$ cat src/rtl/vga_text_pkg.sv
// ============================================================================
//  vga_text_pkg
//  Shared geometry constants, clear-sequencer states and pipeline stage types
//  for the vga_text_line overlay.
//  Revision: 1.0
// ============================================================================
`default_nettype none

package vga_text_pkg;

  localparam int CHAR_W  = 8;
  localparam int CHAR_H  = 16;
  localparam int RGB_W   = 12;
  localparam int ASCII_W = 7;

  localparam logic [ASCII_W-1:0] SPACE_CODE = 7'h20;

  typedef enum logic [0:0] {
    ST_CLEAR = 1'b0,
    ST_RUN   = 1'b1
  } seq_state_e;

  typedef struct packed {
    logic       von;
    logic       hit;
    logic [2:0] col;
    logic [3:0] row;
  } stage1_t;

  typedef struct packed {
    logic       von;
    logic       hit;
    logic [2:0] col;
  } stage2_t;

  function automatic int addr_w(input int n);
    return (n > 1) ? $clog2(n) : 1;
  endfunction

endpackage

`default_nettype wire

$ cat src/rtl/vga_text_line_if.sv
// ============================================================================
//  vga_text_line_if
//  Character-buffer write port: request/address/data from the master,
//  ready back from the overlay.
//  Revision: 1.0
// ============================================================================
`default_nettype none

interface vga_text_line_if #(
  parameter int AW = 4
) ();

  logic          wr_en;
  logic [AW-1:0] wr_addr;
  logic [7:0]    wr_data;
  logic          wr_ready;

  modport master (output wr_en, output wr_addr, output wr_data, input wr_ready);
  modport slave  (input wr_en, input wr_addr, input wr_data, output wr_ready);

endinterface

`default_nettype wire

$ cat src/rtl/ascii_rom.sv
// ============================================================================
//  ascii_rom
//  8x16 glyph ROM, address {code[6:0], row[3:0]}, one-cycle registered read.
//  This build carries glyphs for space, 'A', 'B' and 'F'; others read blank.
//  Revision: 1.0
// ============================================================================
`default_nettype none

module ascii_rom (
  input  logic        clk,
  input  logic [10:0] rom_addr,
  output logic [7:0]  data
);

  logic [7:0] data_d;
  logic [7:0] data_q;

  always_comb begin
    data_d = 8'h00;
    case (rom_addr)
      11'h412: data_d = 8'h10;
      11'h413: data_d = 8'h38;
      11'h414: data_d = 8'h6C;
      11'h415, 11'h416,
      11'h418, 11'h419,
      11'h41A, 11'h41B: data_d = 8'hC6;
      11'h417: data_d = 8'hFE;
      11'h422, 11'h42B: data_d = 8'hFC;
      11'h423, 11'h424, 11'h425,
      11'h427, 11'h428,
      11'h429, 11'h42A: data_d = 8'h66;
      11'h426: data_d = 8'h7C;
      11'h462: data_d = 8'hFE;
      11'h463, 11'h46A: data_d = 8'h66;
      11'h464, 11'h469: data_d = 8'h62;
      11'h465, 11'h467: data_d = 8'h68;
      11'h466: data_d = 8'h78;
      11'h468: data_d = 8'h60;
      11'h46B: data_d = 8'hF0;
      default: data_d = 8'h00;
    endcase
  end

  always_ff @(posedge clk) begin
    data_q <= data_d;
  end

  assign data = data_q;

endmodule

`default_nettype wire

$ cat src/rtl/vga_text_line.sv
// ============================================================================
//  vga_text_line
//  Single buffered text line overlay at an arbitrary pixel origin; 3-cycle
//  render pipeline with matching sync delay. Optional TEXT_BLINK_EN macro
//  enables per-character blink driven by a vsync frame counter.
//  Revision: 1.0
// ============================================================================
`default_nettype none

module vga_text_line
  import vga_text_pkg::*;
#(
  parameter int               NUM_CHARS  = 16,
  parameter logic [9:0]       X_ORIGIN   = 10'd80,
  parameter logic [9:0]       Y_ORIGIN   = 10'd80,
  parameter logic [RGB_W-1:0] FG_COLOR   = 12'hFFF,
  parameter logic [RGB_W-1:0] BG_COLOR   = 12'h008,
  parameter int               BLINK_LOG2 = 5
) (
  input  logic             clk,
  input  logic             reset,
  input  logic [9:0]       x,
  input  logic [9:0]       y,
  input  logic             video_on,
  input  logic             hsync,
  input  logic             vsync,
  vga_text_line_if.slave   wr_bus,
  output logic             hsync_o,
  output logic             vsync_o,
  output logic [RGB_W-1:0] rgb
);

  localparam int AW     = addr_w(NUM_CHARS);
  localparam int LINE_W = NUM_CHARS * CHAR_W;

  seq_state_e       state_q, state_d;
  logic [AW-1:0]    clr_idx_q, clr_idx_d;

  logic [7:0]       mem_q [NUM_CHARS];
  logic             mem_we;
  logic [AW-1:0]    mem_waddr;
  logic [7:0]       mem_wdata;
  logic             wr_in_range;

  logic [9:0]       dx, dy;
  logic             hit;
  logic [AW-1:0]    rd_addr;
  logic [7:0]       rd_data_q;

  stage1_t          s1_q, s1_d;
  stage2_t          s2_q, s2_d;
  logic [2:0]       hs_pipe_q, hs_pipe_d;
  logic [2:0]       vs_pipe_q, vs_pipe_d;
  logic [RGB_W-1:0] rgb_q, rgb_d;

  logic [10:0]      rom_addr;
  logic [7:0]       rom_data;
  logic             pix_bit;
  logic             visible;

  // Clear sequencer owns the buffer write port until every slot holds a space.
  always_comb begin
    state_d   = state_q;
    clr_idx_d = clr_idx_q;
    if (state_q == ST_CLEAR) begin
      if (clr_idx_q == AW'(NUM_CHARS - 1)) begin
        state_d = ST_RUN;
      end else begin
        clr_idx_d = clr_idx_q + 1'b1;
      end
    end
  end

  assign wr_bus.wr_ready = (state_q == ST_RUN);
  assign wr_in_range     = (int'(wr_bus.wr_addr) < NUM_CHARS);

  always_comb begin
    mem_we    = 1'b0;
    mem_waddr = '0;
    mem_wdata = '0;
    if (state_q == ST_CLEAR) begin
      mem_we    = 1'b1;
      mem_waddr = clr_idx_q;
      mem_wdata = {1'b0, SPACE_CODE};
    end else if (wr_bus.wr_en && wr_in_range) begin
      mem_we    = 1'b1;
      mem_waddr = wr_bus.wr_addr;
      mem_wdata = wr_bus.wr_data;
    end
  end

  // Unsigned wrap of dx/dy makes pixels left of / above the origin miss.
  always_comb begin
    dx      = x - X_ORIGIN;
    dy      = y - Y_ORIGIN;
    hit     = video_on && (x >= X_ORIGIN) && ({1'b0, dx} < 11'(LINE_W)) &&
              (y >= Y_ORIGIN) && (dy < 10'(CHAR_H));
    rd_addr = hit ? dx[3 +: AW] : '0;
  end

  // Read-before-write: a same-cycle write is seen by the render one cycle later.
  always_ff @(posedge clk) begin
    if (mem_we) begin
      mem_q[mem_waddr] <= mem_wdata;
    end
    rd_data_q <= mem_q[rd_addr];
  end

  always_comb begin
    s1_d.von  = video_on;
    s1_d.hit  = hit;
    s1_d.col  = dx[2:0];
    s1_d.row  = dy[3:0];
    s2_d.von  = s1_q.von;
    s2_d.hit  = s1_q.hit;
    s2_d.col  = s1_q.col;
    rom_addr  = {rd_data_q[ASCII_W-1:0], s1_q.row};
    hs_pipe_d = {hs_pipe_q[1:0], hsync};
    vs_pipe_d = {vs_pipe_q[1:0], vsync};
    pix_bit   = rom_data[3'd7 - s2_q.col];
    rgb_d     = !s2_q.von ? '0 :
                (s2_q.hit && pix_bit && visible) ? FG_COLOR : BG_COLOR;
  end

  ascii_rom u_rom (
    .clk      (clk),
    .rom_addr (rom_addr),
    .data     (rom_data)
  );

  always_ff @(posedge clk or negedge reset) begin
    if (!reset) begin
      state_q   <= ST_CLEAR;
      clr_idx_q <= '0;
      s1_q      <= '0;
      s2_q      <= '0;
      hs_pipe_q <= 3'b111;
      vs_pipe_q <= 3'b111;
      rgb_q     <= '0;
    end else begin
      state_q   <= state_d;
      clr_idx_q <= clr_idx_d;
      s1_q      <= s1_d;
      s2_q      <= s2_d;
      hs_pipe_q <= hs_pipe_d;
      vs_pipe_q <= vs_pipe_d;
      rgb_q     <= rgb_d;
    end
  end

`ifdef TEXT_BLINK_EN
  logic [BLINK_LOG2:0] frame_q, frame_d;
  logic                blink2_q, blink2_d;

  // Frame counter steps on the vsync falling edge seen against its registered copy.
  always_comb begin
    frame_d  = frame_q;
    if (vs_pipe_q[0] && !vsync) begin
      frame_d = frame_q + 1'b1;
    end
    blink2_d = rd_data_q[7];
    visible  = !(blink2_q && frame_q[BLINK_LOG2]);
  end

  always_ff @(posedge clk or negedge reset) begin
    if (!reset) begin
      frame_q  <= '0;
      blink2_q <= 1'b0;
    end else begin
      frame_q  <= frame_d;
      blink2_q <= blink2_d;
    end
  end
`else
  logic blink_unused;
  assign blink_unused = ^{rd_data_q[7], BLINK_LOG2[0]};
  assign visible      = 1'b1;
`endif

  assign hsync_o = hs_pipe_q[2];
  assign vsync_o = vs_pipe_q[2];
  assign rgb     = rgb_q;

endmodule

`default_nettype wire

$ cat src/flat_wrapper.sv
// flat-port wrapper written by rule: the top's interface ports become plain ports
module vga_text_line_flat import vga_text_pkg::*;
#(
  parameter int               NUM_CHARS  = 16,
  parameter logic [9:0]       X_ORIGIN   = 10'd80,
  parameter logic [9:0]       Y_ORIGIN   = 10'd80,
  parameter logic [RGB_W-1:0] FG_COLOR   = 12'hFFF,
  parameter logic [RGB_W-1:0] BG_COLOR   = 12'h008,
  parameter int               BLINK_LOG2 = 5
)
  (clk, reset, x, y, video_on, hsync, vsync, hsync_o, vsync_o, rgb, wr_bus_wr_en, wr_bus_wr_addr, wr_bus_wr_data, wr_bus_wr_ready);
  vga_text_line_if #(.AW(4)) wr_bus_i ();
  input  logic clk;
  input  logic reset;
  input  logic [9:0] x;
  input  logic [9:0] y;
  input  logic video_on;
  input  logic hsync;
  input  logic vsync;
  output logic hsync_o;
  output logic vsync_o;
  output logic [RGB_W-1:0] rgb;
  input wire logic [$bits(wr_bus_i.wr_en)-1:0] wr_bus_wr_en;
  input wire logic [$bits(wr_bus_i.wr_addr)-1:0] wr_bus_wr_addr;
  input wire logic [$bits(wr_bus_i.wr_data)-1:0] wr_bus_wr_data;
  output wire logic [$bits(wr_bus_i.wr_ready)-1:0] wr_bus_wr_ready;
  assign wr_bus_i.wr_en = wr_bus_wr_en;
  assign wr_bus_i.wr_addr = wr_bus_wr_addr;
  assign wr_bus_i.wr_data = wr_bus_wr_data;
  assign wr_bus_wr_ready = wr_bus_i.wr_ready;
  vga_text_line #(.NUM_CHARS(NUM_CHARS), .X_ORIGIN(X_ORIGIN), .Y_ORIGIN(Y_ORIGIN), .FG_COLOR(FG_COLOR), .BG_COLOR(BG_COLOR), .BLINK_LOG2(BLINK_LOG2)) u_core (.clk(clk), .reset(reset), .x(x), .y(y), .video_on(video_on), .hsync(hsync), .vsync(vsync), .wr_bus(wr_bus_i), .hsync_o(hsync_o), .vsync_o(vsync_o), .rgb(rgb));
endmodule
$ cat config.mk
export PLATFORM = sky130hd
export DESIGN_NAME = vga_text_line_flat
export DESIGN_NICKNAME = d
export VERILOG_FILES = /design/src/rtl/vga_text_pkg.sv /design/src/rtl/vga_text_line_if.sv /design/src/rtl/ascii_rom.sv /design/src/rtl/vga_text_line.sv /design/src/flat_wrapper.sv
export SDC_FILE = /design/constraint.sdc
export NUM_CORES = 1
export LEC_CHECK = 0
export ABC_CLOCK_PERIOD_IN_PS = 2000
export BUFFER_PORTS_ARGS = -buffer_cell sky130_fd_sc_hd__buf_2
export CAP_MARGIN = 30
export CORE_ASPECT_RATIO = 0.75
export CORE_MARGIN = 8
export CORE_UTILIZATION = 54
export CTS_BUF_LIST = sky130_fd_sc_hd__clkbuf_16
export CTS_CLUSTER_SIZE = 8
export DETAILED_ROUTE_END_ITERATION = 6
export PLACE_DENSITY = 0.76
export RECOVER_POWER = 100
export REMOVE_ABC_BUFFERS = 1
export SLEW_MARGIN = 20
export SYNTH_ARGS = -nofsm -noshare
export SYNTH_HDL_FRONTEND = slang
export SYNTH_SLANG_ARGS = --single-unit
$ cat constraint.sdc
create_clock -name clk -period 2 [get_ports clk]
set_clock_uncertainty 0.15 [all_clocks]
set_input_delay 0.4 -clock clk [delete_from_list [all_inputs] [get_ports clk]]
set_output_delay 0.4 -clock clk [all_outputs]
set_load 0.01 [all_outputs]
==> reports/results.ini <==
[status]
status=finished, violations left
violations=negative setup slack

[clock_network]
htreeDepth=4
cts.path.max_buffers=2
cts_tree=built
cts_buffers=17
numClockSinks=153
clk_latency_ps=430
cts_root_buf=clkbuf_16
clkTransAtPathRegs_ps=60

[final_layout]
final_cells=742
drive_gt1_share_pct=32.6
area_delta_synth_final_pct=25.8
diodes=0
nets=607
mostFrequentLayoutCell=edfxtp_1
mostFrequentLayoutCells=edfxtp_1 (112), buf_2 (34), buf_4 (32), nand2_1 (24), mux2i_1 (23)

[placed_design]
dp_hpwl_um=10100
gp_congestion=0.907
placedCellCount=692
io_buffers=51

[routing]
wl_per_cell_um=21.1
drtAntennaViolNets=0
routed_wl_um=15700
via_per_inst=5.98
drt_iter0_markers=352
vias=4434
drc=0
firstDrtPassIters=5

[yosys]
yosys-top-cells-area=edfxtp_1 (52%), dfrtp_1 (8.1%), dfxtp_1 (4.3%), mux2i_1 (3.5%), dfstp_2 (2.4%)
synth_top_area_cell=edfxtp_1
synth_top_cell_area_share_pct=51.6
ys_warn_count=0
synth_seq_cells=153
postSynthAreaPerCell_um2=13.7
syn_inst=477
synth_cell_types=60
synthFlopType=edfxtp_1
synth.yosys.seq_area_share_pct=66.4
synth_edf_count=112
async_flop_share_pct=17.6
netlist_area_um2=6510

[worst_setup_path]
start_kind=primary input
path_class=primary input to register
cp.required_ps=2140
cp_data_arrival_time_ps=2160
crit_fanout=8
critPathCaptureType=register

[power_and_ir_drop]
switching_share_pct=23.4
pwr-share-comb_pct=6.6
ir_drop_uv=775
power.total_uw=7000
p_per_area_nw_per_um2=855
power_leakage_uw=0.00307
clkPwrFrac_pct=43.9
p_sw_uw=1640
seq_power_share_pct=49.5
internal_power_uw=5360

[timing]
fin_crit_ps=2020
relSlewSlack_pct=31.2
setup_tns_ps=-145
setup_viol=9
finalWorstSetupSlack_ps=-24.2
final_hold_viol_count=0
finalMaxSlewViolations=0
max_freq_mhz=494
max_slew.worst_pin.slew_ps=1030
hold_ws_ps=50.7
fin_crit_sh_pct=101
rsz0062_at_grt=true

[floorplanning]
pin_count=53
start_util_pct=55.7
rows=34
dieArea_um2=15900
dieHeight_um=111
core-area_um2=11700
die_w_um=143

[global_route]
grt_pass1_wl_um=23700
antenna_found_initial=0
grt_pass1_vias=4401
grt_max_degree=28
overflow=0
grt_usage_pct=19.8

[min_path]
hold_class=primary input to register

[run]
maxCapViolCount=0

==> timing repair <==
item	4_1_cts	5_1_grt
pin swaps	1	12
resized for setup	25	55
hold buffers	10	0
cloned	0	3
setup endpoints to repair	69	74
buffers inserted	2	3
endpoints found under the hold margin	30	0
==> final cells by class <==
type | count | area (µm²)
Clock buffer | 17 | 425
Clock inverter | 15 | 148
Fill cell | 777 | 3510
Inverter | 8 | 35.0
Multi-Input combinational cell | 278 | 2240
Sequential cell | 153 | 4330
Tap cell | 162 | 203
Timing Repair Buffer | 109 | 817
==> metal layers <==
metal / vias to the layer above / track usage [%] / share of wire [%] / wire length [µm]
li1: 2019 / - / - / -
met1: 2208 / 24.5 / 40 / 6280
met2: 175 / 32.0 / 51 / 8010
met3: 32 / 4.22 / 6.6 / 1040
met4: 0 / 10.0 / 2.2 / 339
met5: - / 0 / 0 / 0
==> path summary, 6_finish.rpt <==
check / start / end / slack, ps / depth (start not counted)
setup / recovery: x[5] / u_core.rd_data_q[5]$_DFF_P_ / -20 / 10
hold / removal: video_on / u_core.s1_q[8]$_DFF_PN0_ / 50 / 2
setup reg to reg: u_core.wr_bus.wr_ready$_DFF_PN0_ / u_core.mem_q[3][0]$_DFFE_PP_ / -20 / 3
hold reg to reg: u_core.s1_q[6]$_DFF_PN0_ / u_core.s2_q[2]$_DFF_PN0_ / 200 / 0
max in group asynchronous: reset / u_core.s1_q[7]$_DFF_PN0_ / 840 / 2
min in group asynchronous: reset / u_core.wr_bus.wr_ready$_DFF_PN0_ / 400 / 2
==> cell families (layout without fill, tap and decap cells) <==
| family | after synthesis | count (layout) | synth area share [%] |
|---|---|---|---|
| buffers and inverters | 46 | 149 | 3.65 |
| multiplexers | 32 | 32 | 5.49 |
| XOR/XNOR | 6 | 6 | 1.04 |
| AO/OA/AOI/OAI | 113 | 113 | 12.5 |
| flip-flops | 153 | 153 | 66.4 |
| AND/OR/NAND/NOR | 125 | 125 | 10.5 |
| adder cells (fa/ha/maj) | 2 | 2 | 0.384 |
==> metrics by stage <==
step / util [%] / setup WS (ps) / cell area, µm²
floorplan: - / -695 / 6300
global placement: 60.9 / -477 / 7130
detailed placement: 60.9 / -566 / 7130
CTS: 67.6 / -49.7 / 7910
global route: 70.0 / -126 / 8190
finish: 70.0 / -24.2 / 8190
==> flip-flops by register name, indices dropped and copies added (netlist names) <==
name	flops
u_core.u_rom.data	7
u_core.clr_idx_q	4
u_core.wr_bus.wr_ready	1
u_core.rd_data_q	7
u_core.s2_q	5
u_core.vs_pipe_q	3
u_core.s1_q	5
u_core.rom_addr	4
u_core.mem_q	112
u_core.hs_pipe_q	3
u_core.rgb	2
==> critical path, stage by stage <==
cell and delay, ps:
buf_6 110, inv_4 50, ha_4 120, nor2b_4 180, xnor2_4 150, and4bb_4 330, buf_12 150, mux2_4 310
a221oi_4 230, o31ai_2 120
==> power by group through the flow <==
| stage | clock network [µW] | logic (µW) | registers, µW |
|---|---|---|---|
| after detailed placement | 0 | 386 | 3530 |
| after floorplan | 0 | 158 | 3540 |
| final | 3070 | 462 | 3470 |
| after global routing | 3240 | 493 | 3470 |
| after CTS | 3090 | 416 | 3470 |
| after global placement | 0 | 376 | 3530 |
==> synthesized netlist by cell type, drive strengths merged, types with 2 or more instances <==
library cell  instances
a211oi               15
a21oi                11
a221oi                7
a22oi                 2
a31oi                14
a32oi                 3
a41oi                 8
and2                  4
and3                 14
buf                  19
clkbuf               19
dfrtp                21
dfstp                 6
dfxtp                14
edfxtp              112
ha                    2
inv                   8
mux2                  8
mux2i                23
nand2                25
nand3                 5
nor2                 32
nor2b                18
nor3                  8
nor3b                 7
nor4b                 3
o21ai                23
o2bb2ai               7
o311ai                8
o31ai                 8
or3                   2
xnor2                 3
xor2                  3
Power figures use the tool's default switching activity.
